<file path="config.mk">
export PLATFORM = sky130hd
export DESIGN_NAME = spi_command_rx_flat
export DESIGN_NICKNAME = d
export VERILOG_FILES = /design/src/rtl/spi_command_rx_if.sv /design/src/rtl/spi_command_rx.sv /design/src/flat_wrapper.sv
export SDC_FILE = /design/constraint.sdc
export NUM_CORES = 1
export LEC_CHECK = 0
export BUFFER_PORTS_ARGS = -buffer_cell sky130_fd_sc_hd__buf_2
export CAP_MARGIN = 0
export CORE_MARGIN = 5
export CORE_UTILIZATION = 53
export DETAILED_ROUTE_END_ITERATION = 8
export PLACE_DENSITY = 0.76
export SKIP_LAST_GASP = 1
export SLEW_MARGIN = 30
export SYNTH_ARGS = -nofsm -noshare
export SYNTH_HDL_FRONTEND = slang
export SYNTH_SLANG_ARGS = --single-unit
</file>
<file path="constraint.sdc">
create_clock -name clk -period 2.8 [get_ports clk]
set_input_delay 0.14 -clock clk [delete_from_list [all_inputs] [get_ports clk]]
set_output_delay 0.14 -clock clk [all_outputs]
set_load 0.02 [all_outputs]
</file>
<file path="src/rtl/spi_command_rx_if.sv">
// Serial command bus between a PSRAM command transmitter and spi_command_rx.
// The master drives line/ce_n; the slave returns the decoded byte stream and
// the tracked device state.
interface spi_command_rx_if #(parameter int DATA_W = 8);
  logic              line;
  logic              ce_n;
  logic [DATA_W-1:0] byte_out;
  logic              byte_valid;
  logic              first_byte;
  logic              rst_armed;
  logic              psram_reset;
  logic              qpi_mode;
  logic              cmd_ignored;
  logic              frame_error;

  modport master (
    output line, ce_n,
    input  byte_out, byte_valid, first_byte, rst_armed,
           psram_reset, qpi_mode, cmd_ignored, frame_error
  );

  modport slave (
    input  line, ce_n,
    output byte_out, byte_valid, first_byte, rst_armed,
           psram_reset, qpi_mode, cmd_ignored, frame_error
  );
endinterface

</file>
<file path="src/rtl/spi_command_rx.sv">
// spi_command_rx: single-line PSRAM command receiver.
// Samples line MSB-first while ce_n is low, assembles DATA_W-bit bytes and
// decodes the first byte of each frame as an opcode (RSTEN/RST/QPI).
// Optional macro SPI_RX_SYNC_EN: inserts a 2-flop synchronizer on line/ce_n
// for asynchronous sources; all output latencies grow by 2 cycles.
module spi_command_rx #(
  parameter int                DATA_W    = 8,
  parameter logic [DATA_W-1:0] CMD_RSTEN = 8'h66,
  parameter logic [DATA_W-1:0] CMD_RST   = 8'h99,
  parameter logic [DATA_W-1:0] CMD_QPI   = 8'h35
) (
  input  logic               clk,
  input  logic               rst_n,
  spi_command_rx_if.slave    bus
);
  localparam int             CNT_W = (DATA_W > 1) ? $clog2(DATA_W) : 1;
  localparam logic [CNT_W-1:0] LAST = CNT_W'(DATA_W - 1);

  typedef enum logic {IDLE = 1'b0, SHIFT = 1'b1} state_t;

  logic line_s, ce_s;

`ifdef SPI_RX_SYNC_EN
  logic [1:0] line_sync, ce_sync;
  // Two-stage synchronizer; ce_n resets to the inactive (high) level.
  always_ff @(posedge clk or negedge rst_n) begin
    if (!rst_n) begin
      line_sync <= 2'b00;
      ce_sync   <= 2'b11;
    end else begin
      line_sync <= {line_sync[0], bus.line};
      ce_sync   <= {ce_sync[0], bus.ce_n};
    end
  end
  assign line_s = line_sync[1];
  assign ce_s   = ce_sync[1];
`else
  assign line_s = bus.line;
  assign ce_s   = bus.ce_n;
`endif

  state_t            state_q, state_d;
  logic [DATA_W-1:0] shifter;
  logic [CNT_W-1:0]  bit_ctr;
  logic              data_phase;   // set once the frame's opcode byte is done
  logic [DATA_W-1:0] next_byte;
  logic              byte_done, frame_end;

  logic [DATA_W-1:0] byte_q;
  logic              valid_q, first_q, armed_q, reset_q, qpi_q, ign_q, ferr_q;

  assign next_byte = {shifter[DATA_W-2:0], line_s};

  // State register.
  always_ff @(posedge clk or negedge rst_n) begin
    if (!rst_n) state_q <= IDLE;
    else        state_q <= state_d;
  end

  // Next state and per-edge strobes; a low sample in IDLE already carries the MSB.
  always_comb begin
    state_d   = state_q;
    byte_done = 1'b0;
    frame_end = 1'b0;
    case (state_q)
      IDLE: begin
        if (!ce_s) begin
          state_d   = SHIFT;
          byte_done = (bit_ctr == LAST);
        end
      end
      SHIFT: begin
        if (ce_s) begin
          state_d   = IDLE;
          frame_end = 1'b1;
        end else begin
          byte_done = (bit_ctr == LAST);
        end
      end
      default: state_d = IDLE;
    endcase
  end

  // Shifter, byte assembly, opcode decode and pulse outputs.
  always_ff @(posedge clk or negedge rst_n) begin
    if (!rst_n) begin
      shifter    <= '0;
      bit_ctr    <= '0;
      data_phase <= 1'b0;
      byte_q     <= '0;
      valid_q    <= 1'b0;
      first_q    <= 1'b0;
      armed_q    <= 1'b0;
      reset_q    <= 1'b0;
      qpi_q      <= 1'b0;
      ign_q      <= 1'b0;
      ferr_q     <= 1'b0;
    end else begin
      valid_q <= 1'b0;
      first_q <= 1'b0;
      reset_q <= 1'b0;
      ign_q   <= 1'b0;
      ferr_q  <= 1'b0;

      if (!ce_s) begin
        shifter <= next_byte;
        bit_ctr <= byte_done ? '0 : bit_ctr + 1'b1;
      end

      if (byte_done) begin
        byte_q     <= next_byte;
        valid_q    <= 1'b1;
        first_q    <= !data_phase;
        data_phase <= 1'b1;
        if (!data_phase) begin
          if (next_byte == CMD_RSTEN) begin
            armed_q <= 1'b1;
          end else if (next_byte == CMD_RST) begin
            if (armed_q) begin
              reset_q <= 1'b1;
              qpi_q   <= 1'b0;
              armed_q <= 1'b0;
            end else begin
              ign_q   <= 1'b1;
            end
          end else if (next_byte == CMD_QPI) begin
            qpi_q   <= 1'b1;
            armed_q <= 1'b0;
          end else begin
            ign_q   <= 1'b1;
            armed_q <= 1'b0;
          end
        end
      end

      // Frame close: a partial byte is dropped without touching decode state.
      if (frame_end) begin
        ferr_q     <= (bit_ctr != '0);
        bit_ctr    <= '0;
        shifter    <= '0;
        data_phase <= 1'b0;
      end
    end
  end

  assign bus.byte_out    = byte_q;
  assign bus.byte_valid  = valid_q;
  assign bus.first_byte  = first_q;
  assign bus.rst_armed   = armed_q;
  assign bus.psram_reset = reset_q;
  assign bus.qpi_mode    = qpi_q;
  assign bus.cmd_ignored = ign_q;
  assign bus.frame_error = ferr_q;
endmodule

</file>
<file path="src/flat_wrapper.sv">
// flat-port wrapper written by rule: the top's interface ports become plain ports
module spi_command_rx_flat 
#(
  parameter int                DATA_W    = 8,
  parameter logic [DATA_W-1:0] CMD_RSTEN = 8'h66,
  parameter logic [DATA_W-1:0] CMD_RST   = 8'h99,
  parameter logic [DATA_W-1:0] CMD_QPI   = 8'h35
)
  (clk, rst_n, bus_line, bus_ce_n, bus_byte_out, bus_byte_valid, bus_first_byte, bus_rst_armed, bus_psram_reset, bus_qpi_mode, bus_cmd_ignored, bus_frame_error);
  spi_command_rx_if #(.DATA_W(DATA_W)) bus_i ();
  input  logic clk;
  input  logic rst_n;
  input wire logic [$bits(bus_i.line)-1:0] bus_line;
  input wire logic [$bits(bus_i.ce_n)-1:0] bus_ce_n;
  output wire logic [$bits(bus_i.byte_out)-1:0] bus_byte_out;
  output wire logic [$bits(bus_i.byte_valid)-1:0] bus_byte_valid;
  output wire logic [$bits(bus_i.first_byte)-1:0] bus_first_byte;
  output wire logic [$bits(bus_i.rst_armed)-1:0] bus_rst_armed;
  output wire logic [$bits(bus_i.psram_reset)-1:0] bus_psram_reset;
  output wire logic [$bits(bus_i.qpi_mode)-1:0] bus_qpi_mode;
  output wire logic [$bits(bus_i.cmd_ignored)-1:0] bus_cmd_ignored;
  output wire logic [$bits(bus_i.frame_error)-1:0] bus_frame_error;
  assign bus_i.line = bus_line;
  assign bus_i.ce_n = bus_ce_n;
  assign bus_byte_out = bus_i.byte_out;
  assign bus_byte_valid = bus_i.byte_valid;
  assign bus_first_byte = bus_i.first_byte;
  assign bus_rst_armed = bus_i.rst_armed;
  assign bus_psram_reset = bus_i.psram_reset;
  assign bus_qpi_mode = bus_i.qpi_mode;
  assign bus_cmd_ignored = bus_i.cmd_ignored;
  assign bus_frame_error = bus_i.frame_error;
  spi_command_rx #(.DATA_W(DATA_W), .CMD_RSTEN(CMD_RSTEN), .CMD_RST(CMD_RST), .CMD_QPI(CMD_QPI)) u_core (.clk(clk), .rst_n(rst_n), .bus(bus_i));
endmodule
</file>
### After elaboration in Yosys (flattened, before gate mapping)

Cells that the tools add are included.

* output and inout port bits: 15
* RAM bits: 0
* bits in registers: 27
* bits in latches: 0
* memory bits (read-only): 0
* word-level logic and storage cells: 56
* memories kept: 0

* bitwise logic cells: 2
* reduce and logical (&&, ||, !) cells: 6
* add/subtract/negate cells: 1
* divide/modulo/power cells: 0
* mux-type cells: 29
* shifts and indexed selects: 0
* $lt $le $gt $ge: 0
* multipliers: 0
* equal/unequal tests: 6

Operators with widths (number)
* 2-to-1 mux 1 bit: 24
* 2-to-1 mux 7 bit: 2
* 2-to-1 mux 3 bit: 3
* == test 8 x 6 -> 1 bit, second input constant: 1
* == test 8 x 7 -> 1 bit, second input constant: 1
* == test 8 bit, second input constant: 1
* AND reduction 5 bit: 1
* inequality test 2 x 1 -> 1 bit, second input constant: 2
* nonzero test 2 bit: 2
* adder 3 x 1 -> 3 bit, second input constant: 1
* == test 3 bit, second input constant: 1
* nonzero test 3 bit: 1
* NOT 1 bit: 2
* AND reduction 2 bit: 1
* zero test 1 bit: 1

### Logic depth before layout (Yosys ltp)

Gate-level depths: netlist (run 1).

* word-level depth: 6
* gate-level depth with buffers: 6
* gate-level depth less buffers: 5

### Worst setup path before layout (run 1)

OpenSTA, ideal clock, no wires.

* path type: reg-to-reg
* start point: register u_core.bit_ctr[0]
* end point: register u_core.qpi_q (netlist: u_core.bus.qpi_mode)
* data required time: 2.665 ns
* arrival time: 1.500 ns
* setup slack: 1.165 ns
* period minus slack after synthesis: 1.635 ns
* setup time: 0.135 ns
* cell stages (with the launch flop): 7
* path through: dfrtp_1 ha_1 ha_1 or3b_1 buf_2 nor4_4 o32ai_1

* word-level cells in the longest chain between the ends: 3

Ends and longest elaborated chain
* start, declared: RTL line spi_command_rx.sv:44 `logic [CNT_W-1:0] bit_ctr;`
* start signal, assigned: RTL line spi_command_rx.sv:107 `bit_ctr <= byte_done ? '0 : bit_ctr + 1'b1;`
* == test 3 bit: RTL line spi_command_rx.sv:69, spi_command_rx.sv:77
* 2-to-1 mux 1 bit: RTL line spi_command_rx.sv:67, spi_command_rx.sv:73
* AND reduction 5 bit (no source line)
* end signal, assigned: RTL line spi_command_rx.sv:95 `qpi_q <= 1'b0;`
* end signal, assigned: RTL line spi_command_rx.sv:121 `qpi_q <= 1'b0;`
* end signal, assigned: RTL line spi_command_rx.sv:127 `qpi_q <= 1'b1;`
* end, declared: RTL line spi_command_rx.sv:50 `logic valid_q, first_q, armed_q, reset_q, qpi_q, ign_q, ferr_q;`

Every way passes these cells.
A chain may end at the register's enable or synchronous reset.

### Worst setup path after layout (run 1)

Same ends and word-level chain as after synthesis.

==> results.md, run 1 <==
### Outcome
• status: completed

### Pwr
• switching portion of total power: 29.0%
• proportion of power drawn by combinational gates: 17.6%
• Max rail drop VDD: 0.389 mV
• sum of internal, switching and leakage power: 0.759 mW
• part of the power in the clock network: 21.6%
• power density over the cells: 614 nW/um^2
• standby leakage power: 0.656 nW
• cell-internal power: 0.539 mW
• proportion of power drawn by flip-flops and latches: 60.8%
• switching power summed over all nets: 0.220 mW

### Synthesis
• number of distinct library cells after synthesis: 23
• Post-Syn Nets: 96
• library cell occupying the most area in the post-synthesis netlist: sky130_fd_sc_hd__dfrtp_1
• Synth top area share: 61.4%
• Cell Area, Synth: 1100 sq um
• Post-Syn Instances: 89
• synthesized area per cell: 12.4 sq um
• sequential element share of the synthesized area: 61.4%
• #FFs+latches synth: 27
• Synth Warn #: 0
• dominant cells by area after synthesis: sky130_fd_sc_hd__dfrtp_1 (61%), sky130_fd_sc_hd__mux2_2 (6.1%), sky130_fd_sc_hd__a22o_1 (4.0%), sky130_fd_sc_hd__inv_1 (3.8%), sky130_fd_sc_hd__o21ai_0 (3.6%)

### Setup path
• Worst Setup Path Type: flop to flop
• WP data required: 3.01 ns
• critical path startpoint category: flop
• Worst Setup End Kind: flop
• arrival time at the worst endpoint: 1.95 ns
• critical-path maximum fanout: 6

### Timing
• clock tree skew after final layout: 0.0115 ns
• Least-Margin Pin Slew: 0.618 ns
• final critical delay including setup and external delays: 1.74 ns
• final period utilization: 62.2%
• Slew HR: 58.7%
• number of max-slew violations in the final report: 0
• Worst Setup Slack, final: 1.06 ns
• Highest Clock Rate: 574 MHz
• Fin. Hold Viols: 0
• hold slack final: 0.0877 ns
• Finish-stage setup viols: 0
• unrepaired setup endpoints after global routing: no
• Final TNS setup: 0 ns

### Routing
• wire length per cell: 14.4 um
• via count: 712
• sum of routed wire length over all layers: 1950 um
• remaining antenna violation count after routing: 0
• first-iteration detailed-routing DRC count: 9
• detailed-route vias per instance: 5.27
• count of TritonRoute iterations in the first routing pass: 3
• number of DRC violations after detailed routing: 0

### Clock network
• CTS HTree Levels: 1
• hold buffer count at cts: 1
• clock insertion delay at the later pin of the skew report: 0.32 ns
• TritonCTS clock tree: built
• sink count of the clock tree: 27
• maximum buffer depth of the clock tree: 2
• Reg clk slew, reported paths: 0.15 ns
• CTS buffer count: 3
• root cell of the clock tree: sky130_fd_sc_hd__clkbuf_4
• Setup Buffers After CTS: 0
• number of gates resized after CTS: 0

### Hold path
• type of the tightest min-delay check: input port to flop

### Layout
• Final Non-Filler Cells: 135
• area growth from synthesis to layout: 12.5%
• Total Nets Final: 116
• antenna fix cells: 0
• fraction of final layout cells sized beyond drive strength 1: 26.9%

### Floorplan
• overall die area: 3090 sq um
• IO Pins: 19
• effective utilization at floorplan: 56.1%
• CORE AREA: 1960 sq um
• Cell Rows: 16
• Die X-Extent: 55.6 um
• die extent in y: 55.6 um

### Placement
• count of placed standard cells including taps: 130
• HPWL Detailed: 1440 um
• number of input and output port buffers inserted: 18
• dpl ws: 1.06 ns
• final estimated routing congestion in global placement: 0.778

### GRT
• global-route wire length before repair: 3360 um
• via count of the first global-routing pass: 743
• pin count of the biggest net entering global routing: 28
• global-route usage over all layers: 13.3%
• antenna violations before repair: 0
• overflow left after global routing: 0

### Job
• max_cap viols: 0

[metal layers]
layer | share of wire (%) | track usage, % | vias up
met1 | 47 | 17.0 | 349
met3 | 4.5 | 2.56 | 2
met5 | 0 | 0 | -
met2 | 48 | 23.1 | 19
met4 | 0.51 | 3.13 | 0
li1 | - | - | 342
[sequential cells by signal (all words and copies together), names as in the netlist]
name and cells:
u_core.shifter 7, u_core.bus.byte_out 8, u_core.bus.cmd_ignored 1, u_core.bus.byte_valid 1, u_core.bus.qpi_mode 1, u_core.bit_ctr 3, u_core.bus.frame_error 1, u_core.state_q 1
u_core.data_phase 1, u_core.bus.psram_reset 1, u_core.bus.first_byte 1, u_core.bus.rst_armed 1
[kinds of logic (layout without fill, tap and decap cells)]
family                   Yosys count  count (layout)  synth area share, %
AO/OA/AOI/OAI                     19              19                 11.3
adder cells (fa/ha/maj)            3               3                 3.41
buffers and inverters             15              34                 5.92
flip-flops                        27              27                 61.4
multiplexers                       6               6                 6.14
AND/OR/NAND/NOR                   19              19                 11.8
[cell type report]
cell class / instances / area (sq um)
Fill cell: 180 / 724
Clock inverter: 1 / 5.00
Timing Repair Buffer: 19 / 100
Sequential cell: 27 / 676
Tap cell: 27 / 33.8
Clock buffer: 3 / 22.5
Inverter: 11 / 41.3
Multi-Input combinational cell: 47 / 359
[path summary, 6_finish.rpt]
| kind | from | endpoint | slack (ns) | depth (start not counted) |
|---|---|---|---|---|
| setup / recovery | u_core.bit_ctr[0] | u_core.bus.qpi_mode | 1.06 | 5 |
| hold / removal | bus_line | u_core.shifter[0] | 0.09 | 3 |
| setup reg to reg | u_core.bit_ctr[0] | u_core.bus.qpi_mode | 1.06 | 5 |
| hold reg to reg | u_core.bus.byte_out[1] | u_core.bus.byte_out[1] | 0.49 | 2 |
| max in group asynchronous | rst_n | u_core.shifter[6] | 2.09 | 2 |
| min in group asynchronous | rst_n | u_core.shifter[2] | 0.33 | 2 |
[worst max-delay path, cell delays in order, from the launching register on]
cell                      delay [ns]
sky130_fd_sc_hd__dfrtp_1        0.38
sky130_fd_sc_hd__ha_1           0.16
sky130_fd_sc_hd__ha_1           0.21
sky130_fd_sc_hd__or3b_1         0.49
sky130_fd_sc_hd__nor4_4         0.29
sky130_fd_sc_hd__o32ai_1        0.12
[layout by cell type (no fill, tap or decap), drive strengths merged]
cell and n:
dfrtp 27, buf 18, inv 11, nand2 8
o21ai 8, mux2 6, a22o 5, ha 3
clkbuf 3, a21oi 2, or4bb 2, o31ai 2
nor2 2, nand2b 1, or3b 1, nand4bb 1
nand4b 1, nor4 1, nor2b 1, nand3b 1
o22ai 1, o32ai 1, clkinv 1, dlygate4sd3 1
[Yosys cell counts]
master and number:
sky130_fd_sc_hd__buf_6 1, sky130_fd_sc_hd__nand4bb_1 1, sky130_fd_sc_hd__buf_2 1, sky130_fd_sc_hd__nor2b_1 1
sky130_fd_sc_hd__o21ai_0 8, sky130_fd_sc_hd__ha_1 3, sky130_fd_sc_hd__o31ai_1 2, sky130_fd_sc_hd__or4bb_1 2
sky130_fd_sc_hd__nand2b_1 1, sky130_fd_sc_hd__o22ai_1 1, sky130_fd_sc_hd__inv_1 11, sky130_fd_sc_hd__a21oi_1 2
sky130_fd_sc_hd__a22o_1 5, sky130_fd_sc_hd__mux2_2 6, sky130_fd_sc_hd__clkbuf_1 2, sky130_fd_sc_hd__nor2_1 2
sky130_fd_sc_hd__or3b_1 1, sky130_fd_sc_hd__o32ai_1 1, sky130_fd_sc_hd__dfrtp_1 27, sky130_fd_sc_hd__nand3b_1 1
sky130_fd_sc_hd__nor4_4 1, sky130_fd_sc_hd__nand2_1 8, sky130_fd_sc_hd__nand4b_1 1
[stage by stage]
step           utilization, %  cell area (sq um)
2_1_floorplan               -               1100
3_3_place_gp             61.2               1200
3_5_place_dp             61.2               1200
4_1_cts                  63.1               1240
5_1_grt                  63.1               1240
6_report                 63.1               1240
[power groups by stage]
stage	registers, mW	clock network (mW)	logic (mW)
5_1_grt	0.468	0.180	0.151
3_5_place_dp	0.470	0	0.134
4_1_cts	0.462	0.166	0.136
6_report	0.462	0.164	0.133
2_1_floorplan	0.492	0	0.0624
3_3_place_gp	0.466	0	0.131
No activity file was read; power rests on OpenSTA's default activity.
==> inputs of run 2 (changes only) <==
- clock period: 2.8 -> 1.7 ns (I/O delays scaled with it)
==> run 2 against run 1 <==
First-iteration DRC count up 67%. Core utilization up 2.4 points. Clock power up 69%. Via count up 0.98%. Final cell count up 3.0%. Clock skew down 0.0060 ns. Total power up 66%. Worst hold slack worse by 0.063 ns. Register-to-register slack worse by 0.97 ns. Sequential power up 64%. Critical path type unchanged.
==> results.md, run 2 (synthesis results as in run 1) <==
### GRT
• pin count of the biggest net entering global routing: 28
• global-route wire length before repair: 3400 um
• overflow left after global routing: 0
• global-route usage over all layers: 13.7%
• antenna violations before repair: 0
• via count of the first global-routing pass: 711

### Placement
• HPWL Detailed: 1360 um
• number of input and output port buffers inserted: 18
• placed cell areas: 1230 sq um
• final estimated routing congestion in global placement: 0.728
• dpl ws: 0.0706 ns

### Timing
• unrepaired setup endpoints after global routing: yes
• Slew HR: 61.5%
• Fin. Hold Viols: 0
• clock tree skew after final layout: 0.00549 ns
• Highest Clock Rate: 622 MHz
• Finish-stage setup viols: 0
• final critical delay including setup and external delays: 1.61 ns
• Worst Setup Slack, final: 0.0917 ns
• number of max-slew violations in the final report: 0
• Least-Margin Pin Slew: 0.577 ns
• final period utilization: 94.6%

### Routing
• count of TritonRoute iterations in the first routing pass: 5
• remaining antenna violation count after routing: 0
• sum of routed wire length over all layers: 1880 um
• detailed-route vias per instance: 5.17
• via count: 719
• number of DRC violations after detailed routing: 0
• first-iteration detailed-routing DRC count: 15
• wire length per cell: 13.5 um

### Layout
• # fillers: 168
• area of combinational cells with multiple inputs: 377 sq um
• fraction of final layout cells sized beyond drive strength 1: 33.0%
• Largest register FFs: 8
• most common cell after layout, fill and taps aside: sky130_fd_sc_hd__dfrtp_1
• area growth from synthesis to layout: 16.8%
• FF+latch area: 676 sq um
• highest-count cells in the layout ignoring fill and taps: sky130_fd_sc_hd__dfrtp_1 (27), sky130_fd_sc_hd__buf_2 (18), sky130_fd_sc_hd__inv_1 (11), sky130_fd_sc_hd__nand2_1 (8), sky130_fd_sc_hd__o21ai_0 (8)
• total non-filler cell area in the finished layout: 1280 sq um
• antenna fix cells: 0
• Total Nets Final: 120

### Outcome
• status: completed

### Floorplan
• Die X-Extent: 55.6 um
• IO Pins: 19
• die extent in y: 55.6 um
• CORE AREA: 1960 sq um
• overall die area: 3090 sq um
• Cell Rows: 16
• effective utilization at floorplan: 56.1%

### Pwr
• standby leakage power: 0.678 nW
• power density over the cells: 981 nW/um^2
• Max rail drop VDD: 0.796 mV

### Hold path
• type of the tightest min-delay check: input port to flop

### Clock network
• maximum buffer depth of the clock tree: 2
• CTS buffer count: 3
• sink count of the clock tree: 27
• root cell of the clock tree: sky130_fd_sc_hd__clkbuf_4
• CTS HTree Levels: 1
• TritonCTS clock tree: built
• Reg clk slew, reported paths: 0.14 ns
• clock insertion delay at the later pin of the skew report: 0.33 ns
• Setup Buffers After CTS: 0

### Job
• max_cap viols: 0

### Setup path
• critical path startpoint category: flop
• Worst Setup End Kind: flop
• critical-path maximum fanout: 5
• slowest cell on the critical path: sky130_fd_sc_hd__or3b_4
• Worst Setup Path Type: flop to flop
• WP data required: 1.95 ns
• crit path cell chain: ha_1 -> ha_2 -> or3b_4 -> buf_4 -> o32ai_2
• max incr delay on CP: 0.41 ns
• arrival time at the worst endpoint: 1.86 ns

run 2: changes by cell type in the layout (fill, tap and decap cells not counted), sizes merged:
| cell | change |
|---|---|
| buf | +4 |
run 2: cell type report:
cell class	count	share of cell area [%]
clock inverters	1	0.389
clock buffers	3	1.75
flip-flops and latches	27	52.6
inverters	11	3.21
multi-input cells	47	29.3
well taps	27	2.63
repair buffers	23	10.1
run 2: power by group:
group	internal (mW)	leakage (nW)	total [mW]	switching, mW
Sequential	0.713	0.360	0.759	0.0461
Combinational	0.0921	0.300	0.224	0.132
Clock	0.0883	0.0177	0.277	0.189
Total	0.894	0.678	1.26	0.367
run 2: metal layers:
metal  share of wire [%]  vias up  GRT usage, %
li1                    -      354             -
met1                  48      340          19.5
met2                  44       23          19.9
met3                 6.2        2          3.03
met4                 1.5        0          6.25
met5                   0        -             0
run 2: path summary, 6_finish.rpt:
check | slack, ns | start | to | cells after the start
max | 0.09 | u_core.bit_ctr[0] | u_core.bus.qpi_mode | 5
min | 0.02 | bus_line | u_core.shifter[0] | 3
max reg2reg | 0.09 | u_core.bit_ctr[0] | u_core.bus.qpi_mode | 5
min reg2reg | 0.49 | u_core.bus.byte_out[1] | u_core.bus.byte_out[1] | 2
max in group asynchronous | 1.05 | rst_n | u_core.bit_ctr[1] | 2
min in group asynchronous | 0.27 | rst_n | u_core.shifter[1] | 2
run 2: through the flow:
| step | hold WS [ns] | util [%] | TNS, ns | instances | power [mW] |
|---|---|---|---|---|---|
| after floorplan | -0.211 | - | 0 | 89 | 0.914 |
| after global placement | 0.115 | 62.7 | 0 | 134 | 0.989 |
| after detailed placement | 0.118 | 62.7 | 0 | 134 | 0.996 |
| after CTS | 0.0194 | 64.6 | 0 | 139 | 1.27 |
| after global routing | 0.0284 | 65.5 | -0.00982 | 139 | 1.33 |
| final | 0.0250 | 65.5 | 0 | 139 | 1.26 |
run 2: critical path: cells and delay by family, from the launching register on:
kind / cells / cell delay (ns)
AO/OA/AOI/OAI: 1 / 0.24
adder cells (fa/ha/maj): 2 / 0.34
buffers and inverters: 1 / 0.17
flip-flops: 1 / 0.38
AND/OR/NAND/NOR: 1 / 0.41
run 2: timing repair:
action                     in CTS  in global routing
resized for setup               0                  4
hold buffers                    1                  0
setup endpoints to repair       0                  2
hold endpoints to repair       27                  0
